File: src/rtl/ir_rc_sensor_reader_pkg.sv
// ir_pkg: shared types and default constants for the IR RC reflectance
// sensor reader.
//   ir_state_t            - measurement FSM states
//   DEF_CHARGE_CYCLES     - default capacitor charge time in clk cycles
//   DEF_TIMEOUT_CYCLES    - default maximum discharge window in clk cycles
//   DEF_COUNT_W           - default per-channel count width
package ir_pkg;

    typedef enum logic [1:0] {
        ST_IDLE    = 2'd0,
        ST_CHARGE  = 2'd1,
        ST_MEASURE = 2'd2,
        ST_DONE    = 2'd3
    } ir_state_t;

    localparam int DEF_CHARGE_CYCLES  = 1000;
    localparam int DEF_TIMEOUT_CYCLES = 250000;
    localparam int DEF_COUNT_W        = 18;

endpackage

File: src/rtl/ir_rc_sensor_reader_sync2.sv
// ir_sync2: two-flop synchronizer for a bus of independent asynchronous
// bits (each bit is synchronized on its own; no bus coherency implied).
//   clk      - destination clock
//   rst_n    - async active-low reset, clears both flop stages
//   i_async  - asynchronous input bits
//   o_sync   - synchronized bits, two clk cycles behind i_async
module ir_sync2 #(
    parameter int WIDTH = 1
) (
    input  logic             clk,
    input  logic             rst_n,
    input  logic [WIDTH-1:0] i_async,
    output logic [WIDTH-1:0] o_sync
);

    logic [WIDTH-1:0] r_meta;
    logic [WIDTH-1:0] r_sync;

    always_ff @(posedge clk or negedge rst_n) begin
        if (!rst_n) begin
            r_meta <= '0;
            r_sync <= '0;
        end else begin
            r_meta <= i_async;
            r_sync <= r_meta;
        end
    end

    assign o_sync = r_sync;

endmodule

File: src/rtl/ir_rc_sensor_reader.sv
// ir_rc_sensor_reader: RC-discharge reader for N_CH IR reflectance sensors.
// A start pulse charges every sensor capacitor by driving the GPIO pads high
// for CHARGE_CYCLES, then releases the pads and times how long each line
// takes to read low. Channels that never fall inside TIMEOUT_CYCLES report
// count = TIMEOUT_CYCLES with their timeout flag set.
//   clk, rst_n  - clock, async active-low reset
//   start       - one-cycle request, honoured only in IDLE
//   sense_in    - pad readback from the tristate GPIO io lines
//   dir, write  - per-channel pad drive enable / drive value
//   busy        - high from CHARGE through DONE
//   done        - one-cycle pulse when count/timeout are valid
//   count       - channel k at [k*COUNT_W +: COUNT_W], discharge time in
//                 cycles including the 2-cycle synchronizer latency
//   timeout     - per-channel "no discharge seen" flag
module ir_rc_sensor_reader
    import ir_pkg::*;
#(
    parameter int N_CH           = 5,
    parameter int CHARGE_CYCLES  = DEF_CHARGE_CYCLES,
    parameter int TIMEOUT_CYCLES = DEF_TIMEOUT_CYCLES,
    parameter int COUNT_W        = DEF_COUNT_W
) (
    input  logic                    clk,
    input  logic                    rst_n,
    input  logic                    start,
    input  logic [N_CH-1:0]         sense_in,
    output logic [N_CH-1:0]         dir,
    output logic [N_CH-1:0]         write,
    output logic                    busy,
    output logic                    done,
    output logic [N_CH*COUNT_W-1:0] count,
    output logic [N_CH-1:0]         timeout
);

    localparam int                 CHG_W    = $clog2(CHARGE_CYCLES + 1);
    localparam logic [CHG_W-1:0]   CHG_LAST = CHG_W'(CHARGE_CYCLES - 1);
    localparam logic [COUNT_W-1:0] TMO_LAST = COUNT_W'(TIMEOUT_CYCLES - 1);
    localparam logic [COUNT_W-1:0] TMO_VAL  = COUNT_W'(TIMEOUT_CYCLES);

    ir_state_t r_state;
    ir_state_t w_state_nxt;

    logic [CHG_W-1:0]        r_chg_cnt;
    logic [COUNT_W-1:0]      r_cnt;
    logic [N_CH-1:0]         r_captured;
    logic [N_CH*COUNT_W-1:0] r_count;
    logic [N_CH-1:0]         r_timeout;

    logic [N_CH-1:0] w_sense;
    logic [N_CH-1:0] w_cap_now;
    logic            w_all_cap;
    logic            w_tmo;
    logic            w_meas_entry;

    ir_sync2 #(
        .WIDTH (N_CH)
    ) u_sync (
        .clk     (clk),
        .rst_n   (rst_n),
        .i_async (sense_in),
        .o_sync  (w_sense)
    );

    // A channel captures on the first low sample after MEASURE entry.
    assign w_cap_now    = (r_state == ST_MEASURE) ? (~w_sense & ~r_captured) : '0;
    // Include this cycle's captures so DONE follows the last capture directly.
    assign w_all_cap    = &(r_captured | w_cap_now);
    assign w_tmo        = (r_cnt == TMO_LAST);
    assign w_meas_entry = (r_state == ST_CHARGE) && (w_state_nxt == ST_MEASURE);

    always_ff @(posedge clk or negedge rst_n) begin
        if (!rst_n) begin
            r_state <= ST_IDLE;
        end else begin
            r_state <= w_state_nxt;
        end
    end

    always_comb begin
        w_state_nxt = r_state;
        dir         = '0;
        write       = '0;
        busy        = 1'b1;
        done        = 1'b0;
        case (r_state)
            ST_IDLE: begin
                busy = 1'b0;
                if (start) begin
                    w_state_nxt = ST_CHARGE;
                end
            end
            ST_CHARGE: begin
                dir   = '1;
                write = '1;
                if (r_chg_cnt == CHG_LAST) begin
                    w_state_nxt = ST_MEASURE;
                end
            end
            ST_MEASURE: begin
                if (w_all_cap || w_tmo) begin
                    w_state_nxt = ST_DONE;
                end
            end
            ST_DONE: begin
                done        = 1'b1;
                w_state_nxt = ST_IDLE;
            end
            default: begin
                w_state_nxt = ST_IDLE;
            end
        endcase
    end

    always_ff @(posedge clk or negedge rst_n) begin
        if (!rst_n) begin
            r_chg_cnt  <= '0;
            r_cnt      <= '0;
            r_captured <= '0;
            r_count    <= '0;
            r_timeout  <= '0;
        end else begin
            if (r_state == ST_CHARGE) begin
                r_chg_cnt <= r_chg_cnt + 1'b1;
            end else begin
                r_chg_cnt <= '0;
            end

            if (w_meas_entry) begin
                r_cnt      <= '0;
                r_captured <= '0;
                r_count    <= '0;
                r_timeout  <= '0;
            end else if (r_state == ST_MEASURE) begin
                // Saturate rather than wrap at the last window cycle.
                if (!w_tmo) begin
                    r_cnt <= r_cnt + 1'b1;
                end
                r_captured <= r_captured | w_cap_now;
                for (int k = 0; k < N_CH; k++) begin
                    // A capture in the timeout cycle wins over the timeout.
                    if (w_cap_now[k]) begin
                        r_count[k*COUNT_W +: COUNT_W] <= r_cnt;
                    end else if (w_tmo && !r_captured[k]) begin
                        r_count[k*COUNT_W +: COUNT_W] <= TMO_VAL;
                        r_timeout[k]                  <= 1'b1;
                    end
                end
            end
        end
    end

    assign count   = r_count;
    assign timeout = r_timeout;

endmodule
File: config.mk
export PLATFORM = sky130hd
export DESIGN_NAME = ir_rc_sensor_reader
export DESIGN_NICKNAME = d
export VERILOG_FILES = /design/src/rtl/ir_rc_sensor_reader_pkg.sv /design/src/rtl/ir_rc_sensor_reader_sync2.sv /design/src/rtl/ir_rc_sensor_reader.sv
export SDC_FILE = /design/constraint.sdc
export NUM_CORES = 1
export LEC_CHECK = 0
export CAP_MARGIN = 10
export CORE_MARGIN = 3
export CORE_UTILIZATION = 44
export CTS_CLUSTER_DIAMETER = 150
export DETAILED_ROUTE_END_ITERATION = 16
export PLACE_DENSITY_LB_ADDON = 0.2
export SKIP_CTS_REPAIR_TIMING = 1
export SLEW_MARGIN = 20
export SYNTH_ARGS = -nofsm -noshare
export SYNTH_HDL_FRONTEND = slang
export SYNTH_SLANG_ARGS = --single-unit
File: constraint.sdc
create_clock -name clk -period 3.1 [get_ports clk]
set_input_delay 0.775 -clock clk [delete_from_list [all_inputs] [get_ports clk]]
set_output_delay 0.775 -clock clk [all_outputs]
set_load 0.02 [all_outputs]
; ---- Yosys cells after proc, flatten, opt, wreduce, memory -nomap -nowiden
; Cells that the tools add are included.
[op_classes]
mux = 38
bitwise = 4
add_sub_neg = 2
eq_ne = 12
reduce_logical = 36
[op_table]
columns = operator, count
row1 = 18-bit 2-to-1 mux, 13
row2 = 90-bit 2-to-1 mux, 2
row3 = 5-bit 2-to-1 mux, 6
row4 = 18-bit by 1-bit adder with 18-bit output (second input constant), 1
row5 = 18-bit == test (second input constant), 1
row6 = 3-bit AND reduction, 5
row7 = 3-bit nonzero test, 5
row8 = 1-bit 2-to-1 mux, 12
row9 = 2-bit by 1-bit inequality test with 1-bit output (second input constant), 6
row10 = 2-bit AND reduction, 6
row11 = 2-bit nonzero test, 6
row12 = 10-bit by 1-bit adder with 10-bit output (second input constant), 1
row13 = 10-bit == test (second input constant), 1
row14 = 10-bit 2-to-1 mux, 1
row15 = 5-bit inverter, 2
row16 = 2-bit one-hot mux with 4 select lines, 1
row17 = 2-bit == test (second input constant), 3
row18 = 1-bit logical AND, 6
row19 = 2-bit 2-to-1 mux, 3
row20 = 5-bit bitwise AND, 1
row21 = 1-bit logical NOT, 5
row22 = 5-bit OR, 1
row23 = 5-bit AND reduction, 1
row24 = 2-bit by 1-bit == test with 1-bit output (second input constant), 1
row25 = other kinds (2), 2
[word_totals]
output_inout_bits = 107
regBits = 140

; ---- Logic depth before layout (Yosys ltp)
[logic_depth]
ltp_word = 12
ltp_mapped = 8

; ---- By module
; From an unflattened synthesis, not the netlist that was laid out.
[unflattened]
hier_cells = 644
hier_area_um2 = 6299.8
[modules_own_cells]
columns = mod, cells_each, n_inst, area_per_inst_um2, seq_area_each_um2
row1 = ir_rc_sensor_reader, 634, 1, 6049.6, 3253.1
row2 = ir_sync2, 10, 1, 250.2, 250.2

; ---- Least setup slack after synthesis
; No wires, ideal clock.
[synth_path]
path_kind = flip-flop to flip-flop
from = register r_cnt[6]
to = register r_count[6] (netlist: count[6])
stages_incl_launch_ff = 8
slack_ns = 0.878
t_arrival_ns = 2.101
cell_sequence = dfrtp_1 buf_6 or4b_4 nor4_1 buf_4 a311oi_1 buf_2 a22o_2
[synth_between]
elab_chain_cells = 8
word_cells_on_any_way = 13
cone_classes = eq/ne: 2 / mux: 5 / reduce/logical: 6
[synth_rtl]
columns = item, line_no
row1 = from (decl), ir_rc_sensor_reader.sv:44  ; logic [COUNT_W-1:0] r_cnt;
row2 = from (signal assigned), ir_rc_sensor_reader.sv:136  ; r_cnt <= r_cnt + 1'b1;
row3 = 18-bit == test, ir_rc_sensor_reader.sv:68  ; assign w_tmo = (r_cnt == TMO_LAST);
row4 = 1-bit logical OR, ir_rc_sensor_reader.sv:100  ; if (w_all_cap || w_tmo) begin
row5 = 2-bit 2-to-1 mux, ir_rc_sensor_reader.sv:100
row6 = 2-bit one-hot mux with 4 select lines, ir_rc_sensor_reader.sv:85  ; case (r_state)
row7 = 2-bit == test, ir_rc_sensor_reader.sv:69  ; assign w_meas_entry = (r_state == ST_CHARGE) && (w_state_nxt == ST_MEASURE);
row8 = 1-bit logical AND, ir_rc_sensor_reader.sv:69
row9 = 3-bit nonzero test (no source line) or 2-bit nonzero test (tied branches), --
row10 = 2-bit AND reduction (no source line), --
row11 = "to (signal, indexed assignment)", ir_rc_sensor_reader.sv:142  ; r_count[k*COUNT_W +: COUNT_W] <= r_cnt;
row12 = to (decl), ir_rc_sensor_reader.sv:46  ; logic [N_CH*COUNT_W-1:0] r_count;
; Parallel ways exist; a longest one is shown, timed or not. The select of a mux whose other input is x is not followed.
; A chain may end at the register's enable or synchronous reset.

; ---- Worst setup path in the final report
[layout_path]
from = register r_state[1]
to = output port dir[4]
[layout_between]
elab_chain_cells = 2
[layout_rtl]
columns = item, line_no
row1 = from (decl), ir_rc_sensor_reader.sv:40  ; ir_state_t r_state;
row2 = from (signal assigned), ir_rc_sensor_reader.sv:75  ; r_state <= w_state_nxt;
row3 = 2-bit by 1-bit == test with 1-bit output, ir_rc_sensor_reader.sv:85
row4 = 5-bit 2-to-1 mux, ir_rc_sensor_reader.sv:85
row5 = to (decl), ir_rc_sensor_reader.sv:27  ; output logic [N_CH-1:0] dir,
; No other way between the ends.

==> impl_metrics.ini <==
[cells_and_area]
antennaDiodeCount = 0
area_growth_pct = 29.17
multi_input_area_sq_mm = 0.002111
fillers = 1132
final_util_pct = 58.71
ff_latch_area_sq_mm = 0.003503
final_nets = 683
final_cell_mix = dfrtp_1, clkdlybuf4s50_1, nor2_1
drive_gt1_share_pct = 8.759
layout_commonest_cell = dfrtp_1

[synthesis]
synthCells = 582
ys_top_cells_by_area = dfrtp_1, a22o_1, o21ai_0
ys_seq_area_share_pct = 57.52
synth_cell_types = 46
yosys_warnings = 0
synth.avg_cell_area_sq_um = 10.47
yosysTopAreaCellShare_pct = 57.52
synth-main-ff-cell = dfrtp_1
netlist_area_sq_mm = 0.006091
synth_seq_cells = 140
synth-async-reset-ratio_pct = 100.0
synth_edf_count = 0
syn-num-nets = 592
yosys.area.top_type = dfrtp_1

[floorplan]
start_util_pct = 45.45
io_pins = 115
rows = 42
core_area_sq_mm = 0.01340
die_height_um = 123.7
die_w_um = 123.7
dieArea_sq_mm = 0.01529

[worst_setup_path]
critPathRequiredTime_ns = 2.32
cp_max_fo = 12
critPathMaxStageDelay_ns = 0.67
cp_slowest_cell = clkdlybuf4s50_1
crit_family = buffers and inverters
crit_buf_inv = 2
rr_endpoint = count[71]
worstSetupStartpointType = register
worst_r2r_path_depth = 4
crit_chain = nand2b_1 -> inv_1 -> clkdlybuf4s50_1
r2r_slack_ns = 0.67
path_class = reg -> out
endpoint_kind = output pin
timing.rr.start = r_cnt[5]
critPathArrivalTime_ns = 1.98

[sta]
fin_crit_ns = 2.760
tightest_slew_ns = 1.059
slew_headroom_pct = 29.22
setup_violations = 0
hold_viol_final = 0
drv_slew = 0
fmax_ghz = 0.3624
skew_ns = 0.005319
grt_setup_unrepaired = no
fin_ws_ns = 0.3403
fin_setup_tns_ns = 0
period_share_pct = 89.02

[pwr]
ir_drop_mv = 0.3120
power.switching_mw = 0.7701
power_frac_comb_pct = 1.2
power_density_mw_per_mm2 = 500.0
seq_power_share_pct = 46.9
total_power_mw = 3.934
power.share.switching_pct = 19.57
leakagePower_nw = 3.357
clkPwrFrac_pct = 51.9
intPower_mw = 3.164

[global_routing]
grt_max_degree = 93
gr-total-overflow = 0
first_global_vias = 4744
antenna_found_initial = 0
grt_usage_pct = 21.72
grt_pass1_wl_um = 25490

[clock_network]
numCtsBuffers = 17
clock_latency_ns = 0.41
cts_root_buf = clkbuf_16
cts_sinks = 140
cts_buffer_depth = 2
cts_tree = done
ctsHtreeMaxLevel = 4
clk_pin_slew_ns = 0.05

[placement]
hpwl_um = 10470
pre_cts_slack_ns = 0.6779
gp_congestion = 0.8306
portBuffers = 114

[drt]
first_iter_violations = 464
vias = 4938
drt-pass1-iter-count = 7
avgRoutedWirePerCell_um = 18.62
ant_nets = 0
wirelength_um = 16030
viasPerCell = 5.735
drc = 0

[min_path]
hp-class = in -> async

[outcome]
status = completed

[job]
maxCapViolations = 0
stage by stage:
step | hold WS [ns] | std cells | instance area, sq um
floorplan | 0.3312 | 582 | 6091
global placement | 0.3344 | 830 | 7274
detailed placement | 0.3347 | 830 | 7274
CTS | 0.2957 | 861 | 7868
global route | 0.3139 | 861 | 7868
finish | 0.2975 | 861 | 7868
state kept, by name (all words and copies together), names as in the netlist:
signal	count
r_captured	5
u_sync.r_meta	5
u_sync.o_sync	5
r_chg_cnt	10
count	90
r_cnt	18
r_state	2
timeout	5
synth_stat cells (5+ instances only):
library cell and number:
a21oi_1 28, a22o_1 30, a31oi_1 24, and3_1 6
buf_2 10, buf_4 13, buf_6 7, clkbuf_1 29
dfrtp_1 140, inv_1 34, nand2_1 30, nand3_1 32
nand4_1 6, nor2_1 46, nor3_1 9, o21ai_0 43
o221ai_1 22, o22ai_1 5, or3_1 15, xnor2_1 8
xor2_1 5
layout make-up:
class	instances	area share, %
Timing Repair Buffer	135	16.68
Tap cell	176	2.799
Clock buffer	23	6.075
Inverter	34	1.622
Multi-Input combinational cell	345	26.83
Clock inverter	8	1.463
Sequential cell	140	44.53
how the worst max path moves through the flow:
stage,from,to,depth (start not counted)
2_1_floorplan,r_cnt[6],count[6],7
3_3_place_gp,r_cnt[5],count[61],4
3_5_place_dp,r_cnt[5],count[71],4
4_1_cts,r_state[1],write[0],3
5_1_grt,r_state[1],write[1],3
6_report,r_state[1],dir[4],3
power groups by stage:
stage | sequential [mW] | clock (mW) | combinational [mW]
after detailed placement | 1.88 | 0 | 0.0505
after CTS | 1.84 | 2.07 | 0.0505
after global placement | 1.88 | 0 | 0.0498
final | 1.84 | 2.04 | 0.0474
after global routing | 1.84 | 2.15 | 0.0559
after floorplan | 1.87 | 0 | 0.00631
kinds of logic after synthesis:
kind of cell / Yosys count / share of synthesized area [%]
AO/OA/AOI/OAI: 161 / 17.63
XOR/XNOR: 13 / 1.869
adder cells (fa/ha/maj): 2 / 0.4108
buffers and inverters: 97 / 8.073
flip-flops: 140 / 57.52
multiplexers: 2 / 0.3287
AND/OR/NAND/NOR: 167 / 14.17
layer usage:
layer	track usage [%]	up-vias	routed length (um)
li1	-	2253	-
met1	31.51	2482	7502
met2	31.90	175	7246
met3	4.995	28	977
met4	8.235	0	306
met5	0	-	0
Note: power is estimated with default switching activity, not from simulation.
